--- config.mk ---
export PLATFORM = sky130hd
export DESIGN_NAME = mem_arbiter
export DESIGN_NICKNAME = d
export VERILOG_FILES = /design/src/rtl/mem_arbiter.sv
export SDC_FILE = /design/constraint.sdc
export NUM_CORES = 1
export LEC_CHECK = 0
export ABC_AREA = 1
export BUFFER_PORTS_ARGS = -buffer_cell sky130_fd_sc_hd__buf_4
export CORE_MARGIN = 4
export CORE_UTILIZATION = 45
export DETAILED_ROUTE_END_ITERATION = 8
export PLACE_DENSITY = 0.7
export SETUP_SLACK_MARGIN = 0.05
export SKIP_LAST_GASP = 1
export SYNTH_ARGS = -nofsm -noshare
export SYNTH_HDL_FRONTEND = slang
export SYNTH_SLANG_ARGS = --single-unit
--- constraint.sdc ---
create_clock -name clk -period 2.8 [get_ports clk]
set_input_delay 0.7 -clock clk [delete_from_list [all_inputs] [get_ports clk]]
set_output_delay 0.7 -clock clk [all_outputs]
set_load 0.02 [all_outputs]
--- src/rtl/mem_arbiter.sv ---
// mem_arbiter: shares one byte-wide synchronous RAM port between the
// instruction-fetch requester (IF) and the data-access requester (MEM).
// A granted access is sequenced as 1, 2 or 4 single-byte RAM cycles.
// Read bytes are assembled little-endian into a 32-bit result, and a
// one-cycle done pulse goes to the port that owned the access.
// Every output is driven from a register.
module mem_arbiter #(
    parameter int ADDR_WIDTH = 32,
    parameter int MEM_FIRST  = 1
) (
    input  logic                  clk,
    input  logic                  rst,
    input  logic                  if_req,
    input  logic [ADDR_WIDTH-1:0] if_addr,
    output logic [31:0]           if_data,
    output logic                  if_done,
    input  logic                  mem_req,
    input  logic                  mem_we,
    input  logic [ADDR_WIDTH-1:0] mem_addr,
    input  logic [1:0]            mem_len,
    input  logic [31:0]           mem_wdata,
    output logic [31:0]           mem_rdata,
    output logic                  mem_done,
    output logic [ADDR_WIDTH-1:0] ram_addr,
    output logic                  ram_we,
    output logic [7:0]            ram_wdata,
    input  logic [7:0]            ram_rdata
);

    typedef enum logic [1:0] {
        ST_IDLE   = 2'd0,
        ST_ACCESS = 2'd1,
        ST_FLUSH  = 2'd2,
        ST_DONE   = 2'd3
    } state_t;

    // Selects byte idx of a little-endian word.
    function automatic logic [7:0] byte_sel(input logic [31:0] w, input logic [1:0] idx);
        logic [7:0] b;
        case (idx)
            2'd0:    b = w[7:0];
            2'd1:    b = w[15:8];
            2'd2:    b = w[23:16];
            default: b = w[31:24];
        endcase
        return b;
    endfunction

    // Replaces byte idx of a little-endian word.
    function automatic logic [31:0] byte_insert(input logic [31:0] w, input logic [1:0] idx,
                                                input logic [7:0] b);
        logic [31:0] r;
        r = w;
        case (idx)
            2'd0:    r[7:0]   = b;
            2'd1:    r[15:8]  = b;
            2'd2:    r[23:16] = b;
            default: r[31:24] = b;
        endcase
        return r;
    endfunction

    // Index of the last byte of an access. Length code 3 is handled as a word.
    function automatic logic [1:0] len_last(input logic [1:0] len);
        logic [1:0] l;
        case (len)
            2'd0:    l = 2'd0;
            2'd1:    l = 2'd1;
            default: l = 2'd3;
        endcase
        return l;
    endfunction

    state_t                state_r, state_s;
    logic [1:0]            cnt_r;
    logic [1:0]            last_r;
    logic                  owner_r;       // 1 = MEM owns the current access
    logic                  we_r;
    logic [ADDR_WIDTH-1:0] base_r;
    logic [31:0]           wdata_r;
    logic [31:0]           rbuf_r;

    logic                  grant_mem_s, grant_if_s, abort_s;
    logic [ADDR_WIDTH-1:0] acc_base_s;
    logic [1:0]            acc_cnt_s;
    logic                  acc_we_s;
    logic [31:0]           acc_wdata_s;
    logic [31:0]           final_s;

    logic [ADDR_WIDTH-1:0] ram_addr_r, ram_addr_s;
    logic                  ram_we_r, ram_we_s;
    logic [7:0]            ram_wdata_r, ram_wdata_s;
    logic [31:0]           if_data_r, if_data_s;
    logic [31:0]           mem_rdata_r, mem_rdata_s;
    logic                  if_done_r, if_done_s;
    logic                  mem_done_r, mem_done_s;

    // Grant decision in IDLE, and the IF abort condition.
    always_comb begin
        grant_mem_s = 1'b0;
        grant_if_s  = 1'b0;
        if (state_r == ST_IDLE) begin
            if (MEM_FIRST != 0) begin
                grant_mem_s = mem_req;
                grant_if_s  = if_req & ~mem_req;
            end else begin
                grant_if_s  = if_req;
                grant_mem_s = mem_req & ~if_req;
            end
        end else begin
            grant_mem_s = 1'b0;
            grant_if_s  = 1'b0;
        end
        abort_s = ((state_r == ST_ACCESS) || (state_r == ST_FLUSH)) & ~owner_r & ~if_req;
    end

    // State register.
    always_ff @(posedge clk or negedge rst) begin
        if (!rst) begin
            state_r <= ST_IDLE;
        end else begin
            state_r <= state_s;
        end
    end

    // Next-state logic.
    always_comb begin
        state_s = state_r;
        case (state_r)
            ST_IDLE: begin
                if (grant_mem_s || grant_if_s) begin
                    state_s = ST_ACCESS;
                end else begin
                    state_s = ST_IDLE;
                end
            end
            ST_ACCESS: begin
                if (abort_s) begin
                    state_s = ST_IDLE;
                end else if (cnt_r == last_r) begin
                    state_s = we_r ? ST_DONE : ST_FLUSH;
                end else begin
                    state_s = ST_ACCESS;
                end
            end
            ST_FLUSH: begin
                if (abort_s) begin
                    state_s = ST_IDLE;
                end else begin
                    state_s = ST_DONE;
                end
            end
            ST_DONE: state_s = ST_IDLE;
            default: state_s = ST_IDLE;
        endcase
    end

    // Latches the winner's request and steps the byte counter and read buffer.
    always_ff @(posedge clk or negedge rst) begin
        if (!rst) begin
            cnt_r   <= 2'd0;
            last_r  <= 2'd0;
            owner_r <= 1'b0;
            we_r    <= 1'b0;
            base_r  <= {ADDR_WIDTH{1'b0}};
            wdata_r <= 32'h0000_0000;
            rbuf_r  <= 32'h0000_0000;
        end else begin
            case (state_r)
                ST_IDLE: begin
                    if (grant_mem_s) begin
                        owner_r <= 1'b1;
                        base_r  <= mem_addr;
                        we_r    <= mem_we;
                        wdata_r <= mem_wdata;
                        last_r  <= len_last(mem_len);
                        cnt_r   <= 2'd0;
                        rbuf_r  <= 32'h0000_0000;
                    end else if (grant_if_s) begin
                        owner_r <= 1'b0;
                        base_r  <= if_addr;
                        we_r    <= 1'b0;
                        wdata_r <= 32'h0000_0000;
                        last_r  <= 2'd3;
                        cnt_r   <= 2'd0;
                        rbuf_r  <= 32'h0000_0000;
                    end else begin
                        cnt_r <= cnt_r;
                    end
                end
                ST_ACCESS: begin
                    cnt_r <= cnt_r + 2'd1;
                    // The RAM returns a byte one cycle after its address.
                    if (!we_r && (cnt_r != 2'd0)) begin
                        rbuf_r <= byte_insert(rbuf_r, cnt_r - 2'd1, ram_rdata);
                    end else begin
                        rbuf_r <= rbuf_r;
                    end
                end
                ST_FLUSH: rbuf_r <= byte_insert(rbuf_r, last_r, ram_rdata);
                default:  cnt_r  <= cnt_r;
            endcase
        end
    end

    // Computes the next values of the registered outputs from the upcoming state.
    always_comb begin
        ram_addr_s  = {ADDR_WIDTH{1'b0}};
        ram_we_s    = 1'b0;
        ram_wdata_s = 8'h00;
        if_done_s   = 1'b0;
        mem_done_s  = 1'b0;
        if_data_s   = if_data_r;
        mem_rdata_s = mem_rdata_r;
        final_s     = byte_insert(rbuf_r, last_r, ram_rdata);

        // Describes the byte cycle being entered: the first one comes from the
        // winner's inputs, the later ones from the latched request.
        if (state_r == ST_IDLE) begin
            if (grant_mem_s) begin
                acc_base_s  = mem_addr;
                acc_we_s    = mem_we;
                acc_wdata_s = mem_wdata;
            end else begin
                acc_base_s  = if_addr;
                acc_we_s    = 1'b0;
                acc_wdata_s = 32'h0000_0000;
            end
            acc_cnt_s = 2'd0;
        end else begin
            acc_base_s  = base_r;
            acc_cnt_s   = cnt_r + 2'd1;
            acc_we_s    = we_r;
            acc_wdata_s = wdata_r;
        end

        case (state_s)
            ST_ACCESS: begin
                ram_addr_s  = acc_base_s + {{(ADDR_WIDTH-2){1'b0}}, acc_cnt_s};
                ram_we_s    = acc_we_s;
                ram_wdata_s = acc_we_s ? byte_sel(acc_wdata_s, acc_cnt_s) : 8'h00;
            end
            ST_DONE: begin
                if (owner_r) begin
                    mem_done_s = 1'b1;
                end else begin
                    if_done_s = 1'b1;
                end
                // Only reads pass through FLUSH, so only they update data.
                if (state_r == ST_FLUSH) begin
                    if (owner_r) begin
                        mem_rdata_s = final_s;
                    end else begin
                        if_data_s = final_s;
                    end
                end else begin
                    mem_rdata_s = mem_rdata_r;
                end
            end
            default: ram_we_s = 1'b0;
        endcase
    end

    // Output registers.
    always_ff @(posedge clk or negedge rst) begin
        if (!rst) begin
            ram_addr_r  <= {ADDR_WIDTH{1'b0}};
            ram_we_r    <= 1'b0;
            ram_wdata_r <= 8'h00;
            if_data_r   <= 32'h0000_0000;
            mem_rdata_r <= 32'h0000_0000;
            if_done_r   <= 1'b0;
            mem_done_r  <= 1'b0;
        end else begin
            ram_addr_r  <= ram_addr_s;
            ram_we_r    <= ram_we_s;
            ram_wdata_r <= ram_wdata_s;
            if_data_r   <= if_data_s;
            mem_rdata_r <= mem_rdata_s;
            if_done_r   <= if_done_s;
            mem_done_r  <= mem_done_s;
        end
    end

    assign ram_addr  = ram_addr_r;
    assign ram_we    = ram_we_r;
    assign ram_wdata = ram_wdata_r;
    assign if_data   = if_data_r;
    assign mem_rdata = mem_rdata_r;
    assign if_done   = if_done_r;
    assign mem_done  = mem_done_r;

endmodule

==> summary.md, run 1 <==
| Metric | Value |
|---|---|
| Outcome | `finished clean` |
| Clock Tree Buf Depth | `3` |
| Static leakage | `7.56 nW` |
| Pre-CTS setup slack | `0.0388 ns` |
| Io pins | `218` |
| Fin. Hold Viols | `0` |
| Share of cells above drive strength 1 | `20.2%` |
| Final setup fails | `0` |
| Via count | `~10000` |
| Final Max Slew Viols | `0` |
| Number of max-cap violations | `0` |
| Crit. Startpoint | `state_r[1]$_DFF_PN0_` |
| Cell Count Post-Placement | `1966` |
| Hold_buf cts | `0` |
| Via density | `5.10` |
| Max-slew headroom | `around 48%` |
| Buf/Inv on CP | `2` |
| RSZ-0062 raised after global routing | `false` |
| Net Count, Synth | `1586` |
| Post-synthesis sequential area ratio | `between 40% and 50%` |
| Power per Cell Area | `~1100 nW/um^2` |
| DIE HEIGHT | `164 um` |
| Initial antenna violation count | `0` |
| WL/cell | `about 16 um` |
| Peak Freq | `0.394 GHz` |
| Ys async rst share | `100%` |
| Post-synth cell types | `35` |
| CTS tree | `built` |
| DRT Wirelength | `32000 um` |
| Worst path top cell family by delay | `simple AND/OR/NAND/NOR gates` |
| Synthesis Warnings | `0` |
| Layout Cells excl Fill | `between 2000 and 2500` |
| Synth Area per Inst | `7.46 um^2` |
| PortBufs | `217` |
| GRT Resource Usage Total | `23.6%` |
| Clock root buffer | `clkbuf_16` |
| N_diodes | `0` |
| Pin count of the biggest net entering global routing | `80` |
| Clock Latency Late Sink | `0.52 ns` |
| # rows | `56` |
| Final Skew | `0.00908 ns` |
| #FFs+latches synth | `roughly 210` |
| Dpl hpwl | `roughly 23000 um` |
| Critical path peak fanout | `7` |
| Worst Path Required | `3.21 ns` |
| DRT antenna net count | `0` |
| Cell Area, Synth | `10900 um^2` |
| Worst slew pin tran | `just under 0.8 ns` |
| Die area | `26800 um^2` |
| Fin crit period | `2.54 ns` |
| First-pass GRT wire length | `51100 um` |
| Final WS setup | `0.264 ns` |
| Worst-path clk slew | `approximately 0.06 ns` |
| Nets | `1800` |
| Startpoint Class | `register` |
| Vias in the first global route | `between 9000 and 10000` |
| CP Data Arrival Time | `approximately 3 ns` |
| Die X | `164 um` |
| Cells after synthesis | `1463` |
| Final Cycle Share | `90.6%` |
| CTS Buf Count | `24` |
| CP Cell Sequence | `inv_2 -> ha_4 -> nor2_1 -> ha_2 -> fa_2 -> nand3_4 -> nor2_4 -> inv_2 -> nor2_4 -> nand2_1 -> nor2_1 -> nand2_1 -> nand2_1 -> nor2_1` |
| Peak VDD IR | `0.462 mV` |
| Area delta synth->final | `27.6%` |
| Delay of the slowest critical-path stage | `0.38 ns` |
| Grt total ovfl | `0` |
| Hold/Removal Path Class | `input port to async pin` |
| Gpl congestion | `0.976` |
| CORE AREA | `23700 um^2` |
| Clk sinks | `211` |
| Reg2reg start | `state_r[1]$_DFF_PN0_` |
| Ys flop type | `dfrtp_1` |
| Residual DRC | `0` |
| Total Power | `0.0150 W` |
| Initial DRC count | `823` |
| Crit Path Category | `register to register` |
| Number of flops mapped to enable cells by yosys | `0` |
| First drt pass iteration count | `5` |
| Initial Utilization | `46.1%` |
| H-tree levels | `1` |
| CP max-delay cell | `dfrtp_1` |
| Setup tns final | `0 ns` |
| Setup crit end kind | `register` |
==> path summary, 6_finish.rpt <==
kind / endpoint / slack, ns / cells past startpoint
worst max register to register: ram_addr[20]$_DFF_PN0_ / 0.26 / 14
worst max-delay path: ram_addr[20]$_DFF_PN0_ / 0.26 / 14
max in group asynchronous: ram_addr[28]$_DFF_PN0_ / 1.98 / 2
worst min-delay path: if_data[8]$_DFFE_PN0P_ / 0.16 / 1
worst min register to register: if_done$_DFF_PN0_ / 0.44 / 1
min in group clk: wdata_r[27]$_DFFE_PN0P_ / 0.41 / 2
==> timing repair <==
item,4_1_cts,5_1_grt
hold endpoints to repair,0,0
setup buffers,0,4
setup endpoints to repair,0,29
resized for setup,0,11
==> kinds of logic after synthesis <==
family / synth area share [%]
xor+xnor: 0.161
flops: 48.4
compound gates: 14.1
buf+inv: 10.0
fa+ha+maj: 1.44
simple gates: 25.9
==> worst register-to-register path, cell delays in order (launching register included) <==
cell and delay (ns):
dfrtp_1 0.38, inv_2 0.06, ha_4 0.20, nor2_1 0.38
ha_2 0.30, fa_2 0.24, nand3_4 0.09, nor2_4 0.19
inv_2 0.10, nor2_4 0.10, nand2_1 0.06, nor2_1 0.16
nand2_1 0.07, nand2_1 0.06, nor2_1 0.04
==> power breakdown <==
part           switching, W  total, W  leakage, nW  internal, W
registers          0.000386   0.00436         2.79      0.00397
clock network       0.00127   0.00346        0.424      0.00219
logic               0.00490   0.00720         4.35      0.00230
total               0.00655    0.0150         7.56      0.00847
==> synth_stat cells (6+ instances only) <==
cell        n  area [um^2]
o22ai_1    67          419
inv_2       6         22.5
nor2_2     18          113
nand2_2    10         62.6
dfrtp_1   211         5280
ha_1       11          138
clkbuf_1   38          143
a21oi_1    35          175
nand2_1   442         1660
buf_2      13         65.1
nor2_1    104          390
nand3_1    91          455
a31oi_1     9         56.3
o21ai_0   158          791
inv_1     206          773
==> cell type report <==
class | count | area (um^2)
Clock buffer | 33 | 696
Clock inverter | 10 | 180
Fill cell | 2219 | 9760
Inverter | 212 | 796
Multi-Input combinational cell | 977 | 4610
Sequential cell | 211 | 5280
Tap cell | 319 | 399
Timing Repair Buffer | 251 | 1960
==> per-layer routing <==
layer | global-route usage (%) | vias up | wire (um)
li1 | - | 5088 | -
met1 | 34.2 | 4685 | 14200
met2 | 35.0 | 415 | 13800
met3 | 4.47 | 78 | 2650
met4 | 9.76 | 0 | 1320
met5 | 0 | - | 0
==> metrics by stage <==
| step | utilization [%] | area [um^2] | hold slack (ns) |
|---|---|---|---|
| after floorplan | - | 11000 | 0.404 |
| after global placement | 54.8 | 13000 | 0.443 |
| after detailed placement | 54.8 | 13000 | 0.437 |
| after CTS | 58.5 | 13800 | 0.154 |
| after global routing | 58.8 | 13900 | 0.178 |
| final | 58.8 | 13900 | 0.156 |
==> placed cells by master, fill, tap and decap left out, drive strengths merged, types with 34 or more instances in the layout <==
master / synthesis / final
a21oi: 36 / 36
buf: 25 / 250
clkbuf: 38 / 34
dfrtp: 211 / 211
inv: 212 / 212
nand2: 453 / 453
nand3: 93 / 93
nor2: 123 / 123
o21ai: 158 / 158
o22ai: 67 / 67
==> flip-flops by register name (all words and copies together) (netlist names) <==
register   count
ram_wdata      8
ram_we         1
last_r         2
owner_r        1
we_r           1
state_r        2
if_data       32
mem_done       1
if_done        1
cnt_r          2
ram_addr      32
rbuf_r        32
wdata_r       32
mem_rdata     32
base_r        32
No activity file was read; power rests on OpenSTA's default activity.
==> run 2, diff against run 1 <==
--- a/config.mk
+++ b/config.mk
@@ -5,12 +5,12 @@
 export SDC_FILE = /design/constraint.sdc
 export NUM_CORES = 1
 export LEC_CHECK = 0
-export ABC_AREA = 1
 export BUFFER_PORTS_ARGS = -buffer_cell sky130_fd_sc_hd__buf_4
+export CAP_MARGIN = 20
 export CORE_MARGIN = 4
 export CORE_UTILIZATION = 45
 export DETAILED_ROUTE_END_ITERATION = 8
-export PLACE_DENSITY = 0.7
+export PLACE_DENSITY = 0.79
 export SETUP_SLACK_MARGIN = 0.05
 export SKIP_LAST_GASP = 1
 export SYNTH_ARGS = -nofsm -noshare
==> run 2 against run 1 <==
Compared with the run above:
- the flow now finishes with violations (setup timing)
- die area shrank 4.6%
- clock power down 5%
- final cell count fell by 20%
- non-clock buffer count is 57 higher
- clock-buffer cell count grew 1
- area after synthesis shrank 4.9%
- via count down 12%
- flip-flop and latch count stayed put
- wire length fell by 8.5%
- global-route usage down 1.5 points
- combinational power is 27% higher
- largest cell class unchanged
==> summary.md, run 2 <==
| Metric | Value |
|---|---|
| Failing checks | `setup timing` |
| Initial antenna violation count | `0` |
| GR peak layer | `met2` |
| Cells after synthesis | `1062` |
| Fin. Hold Viols | `0` |
| Number of flops mapped to enable cells by yosys | `0` |
| Io pins | `218` |
| DIE HEIGHT | `160 um` |
| Worst slew pin tran | `0.679 ns` |
| RSZ-0062 raised after global routing | `true` |
| Area delta synth->final | `33.0%` |
| Met3 Use GR | `4.10%` |
| Net Count, Synth | `1185` |
| Most frequent cell after synthesis | `dfrtp_1` |
| M1 GR Usage | `between 20% and 30%` |
| Hold_buf cts | `0` |
| Outcome | `finished with violations` |
| Leading cell types by count after synthesis | `211 x dfrtp_1, 167 x nand2_1, 106 x nor2_1` |
| First-pass GRT wire length | `around 47000 um` |
| Clock root buffer | `clkbuf_16` |
| Number of max-cap violations | `0` |
| Synthesis Warnings | `0` |
| Most common cell after layout, fill and taps aside | `buf_4` |
| Peak Freq | `0.356 GHz` |
| Via density | `5.56` |
| Grt total ovfl | `0` |
| Area fraction in compound gates after synthesis | `15.9%` |
| H-tree levels | `1` |
| Setup tns final | `-0.00735 ns` |
| GR Util met2 | `~36%` |
| First drt pass iteration count | `6` |
| Synth Area in XOR/XNOR | `1.27%` |
| Post-synth cell types | `58` |
| Synth Area in Adders | `1.52%` |
| CTS Buf Count | `24` |
| Final setup fails | `1` |
| Final WS setup | `-0.00735 ns` |
| # rows | `55` |
| Hold/Removal Path Class | `input port to async pin` |
| Initial DRC count | `~740` |
| CORE AREA | `22600 um^2` |
| Clk sinks | `~210` |
| Gpl congestion | `0.941` |
| #FFs+latches synth | `about 210` |
| Most frequent cells in the layout | `297 x buf_4, 211 x dfrtp_1, 167 x nand2_1` |
| Worst Path Required | `3.23 ns` |
| Ys flop type | `dfrtp_1` |
| N_diodes | `0` |
| Initial Utilization | `between 40% and 50%` |
| Vias in the first global route | `9056` |
| Cell Count Post-Placement | `1562` |
| Crit Path Category | `register to register` |
| Post-synthesis sequential area ratio | `50.9%` |
| CP Data Arrival Time | `3.24 ns` |
| PortBufs | `217` |
| DRT Wirelength | `between 20000 and 30000 um` |
| Residual DRC | `0` |
| Power per Cell Area | `1270 nW/um^2` |
| Worst-path clk slew | `around 0.06 ns` |
| DRT antenna net count | `0` |
| Cell Area, Synth | `10400 um^2` |
| Peak VDD IR | `between 0.7 and 0.8 mV` |
| Clock Tree Buf Depth | `3` |
| CTS tree | `built` |
| Final Skew | `0.0135 ns` |
| FILL cells | `1806` |
| Largest family of logic cells by synthesized area | `simple AND/OR/NAND/NOR gates` |
| Synth Area per Inst | `slightly below 10 um^2` |
| Critical path peak fanout | `8` |
| GRT Resource Usage Total | `22.2%` |
| Die X | `160 um` |
| Top post-synthesis cells by area | `dfrtp_1 51%, mux2i_1 6.7%, nand2_1 6.0%` |
| Dpl hpwl | `roughly 21000 um` |
| Synth top area share | `50.9%` |
| Final core occ | `61.0%` |
| Startpoint Class | `register` |
| Total Power | `0.0175 W` |
| Layout Cells excl Fill | `1620` |
| Static leakage | `about 6.6 nW` |
| Max-slew headroom | `53.5%` |
| Die area | `between 20000 and 30000 um^2` |
| Post-synth top area cell | `dfrtp_1` |
| Fin crit period | `between 2 and 3 ns` |
| Final Cycle Share | `100%` |
| Nets | `1441` |
| Final Max Slew Viols | `0` |
| WL/cell | `18.1 um` |
| Via count | `between 9000 and 10000` |
| Setup crit end kind | `register` |
| Multiplexer share of the synthesized area | `between 10 and 15%` |
| Ys async rst share | `100%` |
| Share of cells above drive strength 1 | `between 20 and 30%` |
| Simple-Gate Fraction of Synth Area | `16.8%` |
| Pin count of the biggest net entering global routing | `70` |
| Clock Latency Late Sink | `approximately 0.5 ns` |
run 2: cell types whose count changed in the layout (fill, tap and decap cells not counted), moves of 29 or more:
cell     before  now
a21oi_1      35   73
a22o_1        4   33
buf_4       243  297
inv_1       204    7
mux2i_1       0   69
nand2_1     440  167
nand3_1      90   11
o21ai_0     156   63
o22ai_1      67    0
run 2: cells by family after synthesis:
group,Yosys count
mux,92
xor+xnor,15
fa+ha+maj,12
buf+inv,87
flops,211
compound gates,266
simple gates,379
run 2: where the power goes:
group          internal, W  switching [W]
clock network      0.00206        0.00124
registers          0.00436       0.000727
logic              0.00391        0.00522
run 2: through the flow:
step           worst slack, ns  hold slack (ns)  area (um^2)
6_report              -0.00735            0.139        13800
3_3_place_gp           -0.0909            0.453        12700
2_1_floorplan           -0.314            0.404        10500
3_5_place_dp            -0.233            0.462        12700
5_1_grt                -0.0398            0.176        13800
4_1_cts                 0.0367            0.153        13700
run 2: timing repair:
item | in CTS | in global routing
pin swaps | 3 | 13
endpoints found under the setup margin | 9 | 11
buffers inserted | 5 | 9
gates resized for setup | 6 | 11
cloned | 0 | 1
run 2: path summary, 6_finish.rpt:
kind                                              from                        end  slack, ns  cells past startpoint
worst max-delay path              state_r[0]$_DFF_PN0_     ram_addr[20]$_DFF_PN0_     -0.007                     13
worst min-delay path                               rst  mem_rdata[18]$_DFFE_PN0P_       0.14                      1
worst max register to register    state_r[0]$_DFF_PN0_     ram_addr[20]$_DFF_PN0_     -0.007                     13
worst min register to register  wdata_r[0]$_DFFE_PN0P_     wdata_r[0]$_DFFE_PN0P_       0.48                      2
max in group asynchronous                          rst    wdata_r[24]$_DFFE_PN0P_       1.96                      2
min in group clk                         mem_wdata[17]    wdata_r[17]$_DFFE_PN0P_       0.41                      2
run 2: critical path, stage by stage, from the launching register on:
cell and delay (ns):
dfrtp_1 0.37, inv_2 0.07, ha_4 0.21, buf_6 0.14
a21oi_4 0.17, ha_4 0.17, fa_2 0.23, o21ai_2 0.07
a21o_1 0.21, nor4_4 0.21, nand4_2 0.17, buf_6 0.16
or4_1 0.40, a21oi_1 0.15
run 2: metal layers:
metal | up-vias | share of wire [%]
met3 | 66 | 6.8
met2 | 342 | 48
li1 | 4238 | -
met5 | - | 0
met1 | 4364 | 41
met4 | 0 | 3.5
run 2: area by class of cell:
class	count	area, um^2	share of cell area (%)
multi-input combinational	764	4850	35.1
sequential	211	5280	38.2
tap	285	357	2.58
clock buffer	34	719	5.21
clock inverter	9	129	0.933
timing repair buffer	308	2440	17.7
inverter	9	33.8	0.245
==> run 3, diff against run 2 <==
--- a/config.mk
+++ b/config.mk
@@ -5,7 +5,7 @@
 export SDC_FILE = /design/constraint.sdc
 export NUM_CORES = 1
 export LEC_CHECK = 0
-export BUFFER_PORTS_ARGS = -buffer_cell sky130_fd_sc_hd__buf_4
+export BUFFER_PORTS_ARGS = -buffer_cell sky130_fd_sc_hd__buf_2
 export CAP_MARGIN = 20
 export CORE_MARGIN = 4
 export CORE_UTILIZATION = 45
==> run 3 against run 2 <==
Compared with the run above:
- via count is 0.51% lower
- the flow still finishes with violations (setup timing)
- final cell count is 0.19% lower
- flip-flop and latch count stayed put
- largest cell class unchanged
- register-to-register slack worse by 0.03 ns
- critical path depth is 2 lower
- clock-buffer cell count is 4 higher
- total power is 2.7% lower
- critical endpoint is now ram_addr[16]$_DFF_PN0_
- combinational power is 4.1% lower
==> summary.md, run 3 (synthesized netlist as in run 2, its figures left out) <==
| Metric | Value |
|---|---|
| Outcome | `finished with violations` |
| Failing checks | `setup timing` |
| Peak Freq | `0.353 GHz` |
| Hold_buf cts | `0` |
| Power per Cell Area | `1290 nW/um^2` |
| Fin. Hold Viols | `0` |
| Pre-CTS setup slack | `-0.174 ns` |
| Most frequent cells in the layout | `216 x buf_2, 211 x dfrtp_1, 165 x nand2_1` |
| First drt pass iteration count | `5` |
| Nets | `about 1400` |
| Setup tns final | `-0.0347 ns` |
| GRT Resource Usage Total | `21.9%` |
| Max-slew headroom | `a little over half` |
| Initial antenna violation count | `1` |
| Final setup fails | `1` |
| Peak VDD IR | `approximately 0.65 mV` |
| Worst Path Required | `around 3.2 ns` |
| Clock Tree Buf Depth | `3` |
| DRT antenna net count | `0` |
| Dpl hpwl | `around 20000 um` |
| Final Max Slew Viols | `0` |
| First-pass GRT wire length | `46500 um` |
| Clock root buffer | `clkbuf_16` |
| RSZ-0062 raised after global routing | `true` |
| CORE AREA | `22600 um^2` |
| H-tree levels | `1` |
| DRT Wirelength | `between 20000 and 30000 um` |
| Gpl congestion | `0.891` |
| Area delta synth->final | `27.3%` |
| WL/cell | `18.0 um` |
| Via density | `between 5 and 6` |
| Pin count of the biggest net entering global routing | `73` |
| CTS Buf Count | `24` |
| Final core occ | `58.3%` |
| CP Data Arrival Time | `3.27 ns` |
| Startpoint Class | `register` |
| Most common cell after layout, fill and taps aside | `buf_2` |
| Initial Utilization | `between 40% and 50%` |
| CP Cell Sequence | `inv_2 -> ha_4 -> buf_4 -> a21oi_2 -> fa_2 -> o21ai_2 -> a21o_1 -> nor4_4 -> nand4_2 -> or4_1 -> a21oi_1` |
| Hold/Removal Path Class | `input port to async pin` |
| PortBufs | `217` |
| Buf/Inv on CP | `2` |
| Die area | `25600 um^2` |
| Via count | `~9000` |
| Io pins | `218` |
| Vias in the first global route | `between 8000 and 9000` |
| Static leakage | `6.41 nW` |
| Final Skew | `about 0.017 ns` |
| Die X | `160 um` |
| CP max-delay cell | `or4_1` |
| Residual DRC | `0` |
| Share of cells above drive strength 1 | `29.8%` |
| Worst-path clk slew | `0.06 ns` |
| Final WS setup | `-0.0347 ns` |
| Worst slew pin tran | `0.708 ns` |
| # rows | `55` |
| Clock Latency Late Sink | `between 0.5 and 0.6 ns` |
| Critical path peak fanout | `7` |
| Initial DRC count | `740` |
| FILL cells | `1913` |
| Clk sinks | `211` |
| Worst path top cell family by delay | `simple AND/OR/NAND/NOR gates` |
| Setup crit end kind | `register` |
| Number of max-cap violations | `0` |
| Crit Path Category | `register to register` |
| CTS tree | `built` |
| Delay of the slowest critical-path stage | `0.50 ns` |
| DIE HEIGHT | `160 um` |
| Grt total ovfl | `0` |
| Final Cycle Share | `101%` |
| Fin crit period | `2.83 ns` |
==> run 3: final timing paths <==
check	from	to	slack [ns]	depth (start not counted)
setup / recovery	state_r[0]$_DFF_PN0_	ram_addr[16]$_DFF_PN0_	-0.03	11
hold / removal	rst	if_data[8]$_DFFE_PN0P_	0.14	1
setup reg to reg	state_r[0]$_DFF_PN0_	ram_addr[16]$_DFF_PN0_	-0.03	11
hold reg to reg	mem_rdata[16]$_DFFE_PN0P_	mem_rdata[16]$_DFFE_PN0P_	0.47	2
max in group asynchronous	rst	ram_addr[3]$_DFF_PN0_	1.90	2
min in group clk	mem_wdata[31]	wdata_r[31]$_DFFE_PN0P_	0.40	2
==> run 3: final cells by class <==
cell class / count / area [um^2] / area share, %
Sequential cell: 211 / 5280 / 40.0
Multi-Input combinational cell: 764 / 4880 / 37.0
Clock inverter: 5 / 78.8 / 0.597
Timing Repair Buffer: 304 / 1840 / 13.9
Clock buffer: 38 / 734 / 5.56
Antenna cell: 1 / 2.50 / 0.0189
Tap cell: 285 / 357 / 2.70
Inverter: 9 / 33.8 / 0.256
==> run 3: what timing repair did <==
action	in CTS	in global routing
cloned	0	2
endpoints found under the setup margin	8	16
gates resized for setup	3	20
hold endpoints to repair	0	0
pin swaps	3	13
buffers inserted	2	10
==> run 3: layer usage <==
metal / global-route usage (%) / share of wire (%) / wire (um)
met4: 5.75 / 2.7 / 790
met1: 29.9 / 42 / 12400
met5: 0 / 0.051 / 15
met3: 3.85 / 7.0 / 2050
met2: 36.4 / 48 / 13900
==> run 3: metrics by stage <==
| stage | hold WS [ns] | instance area, um^2 | std cells | power [W] |
|---|---|---|---|---|
| floorplan | 0.404 | 10500 | 1062 | 0.0104 |
| global placement | 0.454 | 12100 | 1559 | 0.0130 |
| detailed placement | 0.458 | 12100 | 1559 | 0.0133 |
| CTS | 0.157 | 13000 | 1604 | 0.0167 |
| global route | 0.178 | 13200 | 1616 | 0.0182 |
| finish | 0.136 | 13200 | 1617 | 0.0170 |
==> run 3: report_power, final <==
part | total, W | switching (W) | internal (W)
clock network | 0.00323 | 0.00125 | 0.00198
logic | 0.00876 | 0.00528 | 0.00348
registers | 0.00506 | 0.000695 | 0.00436
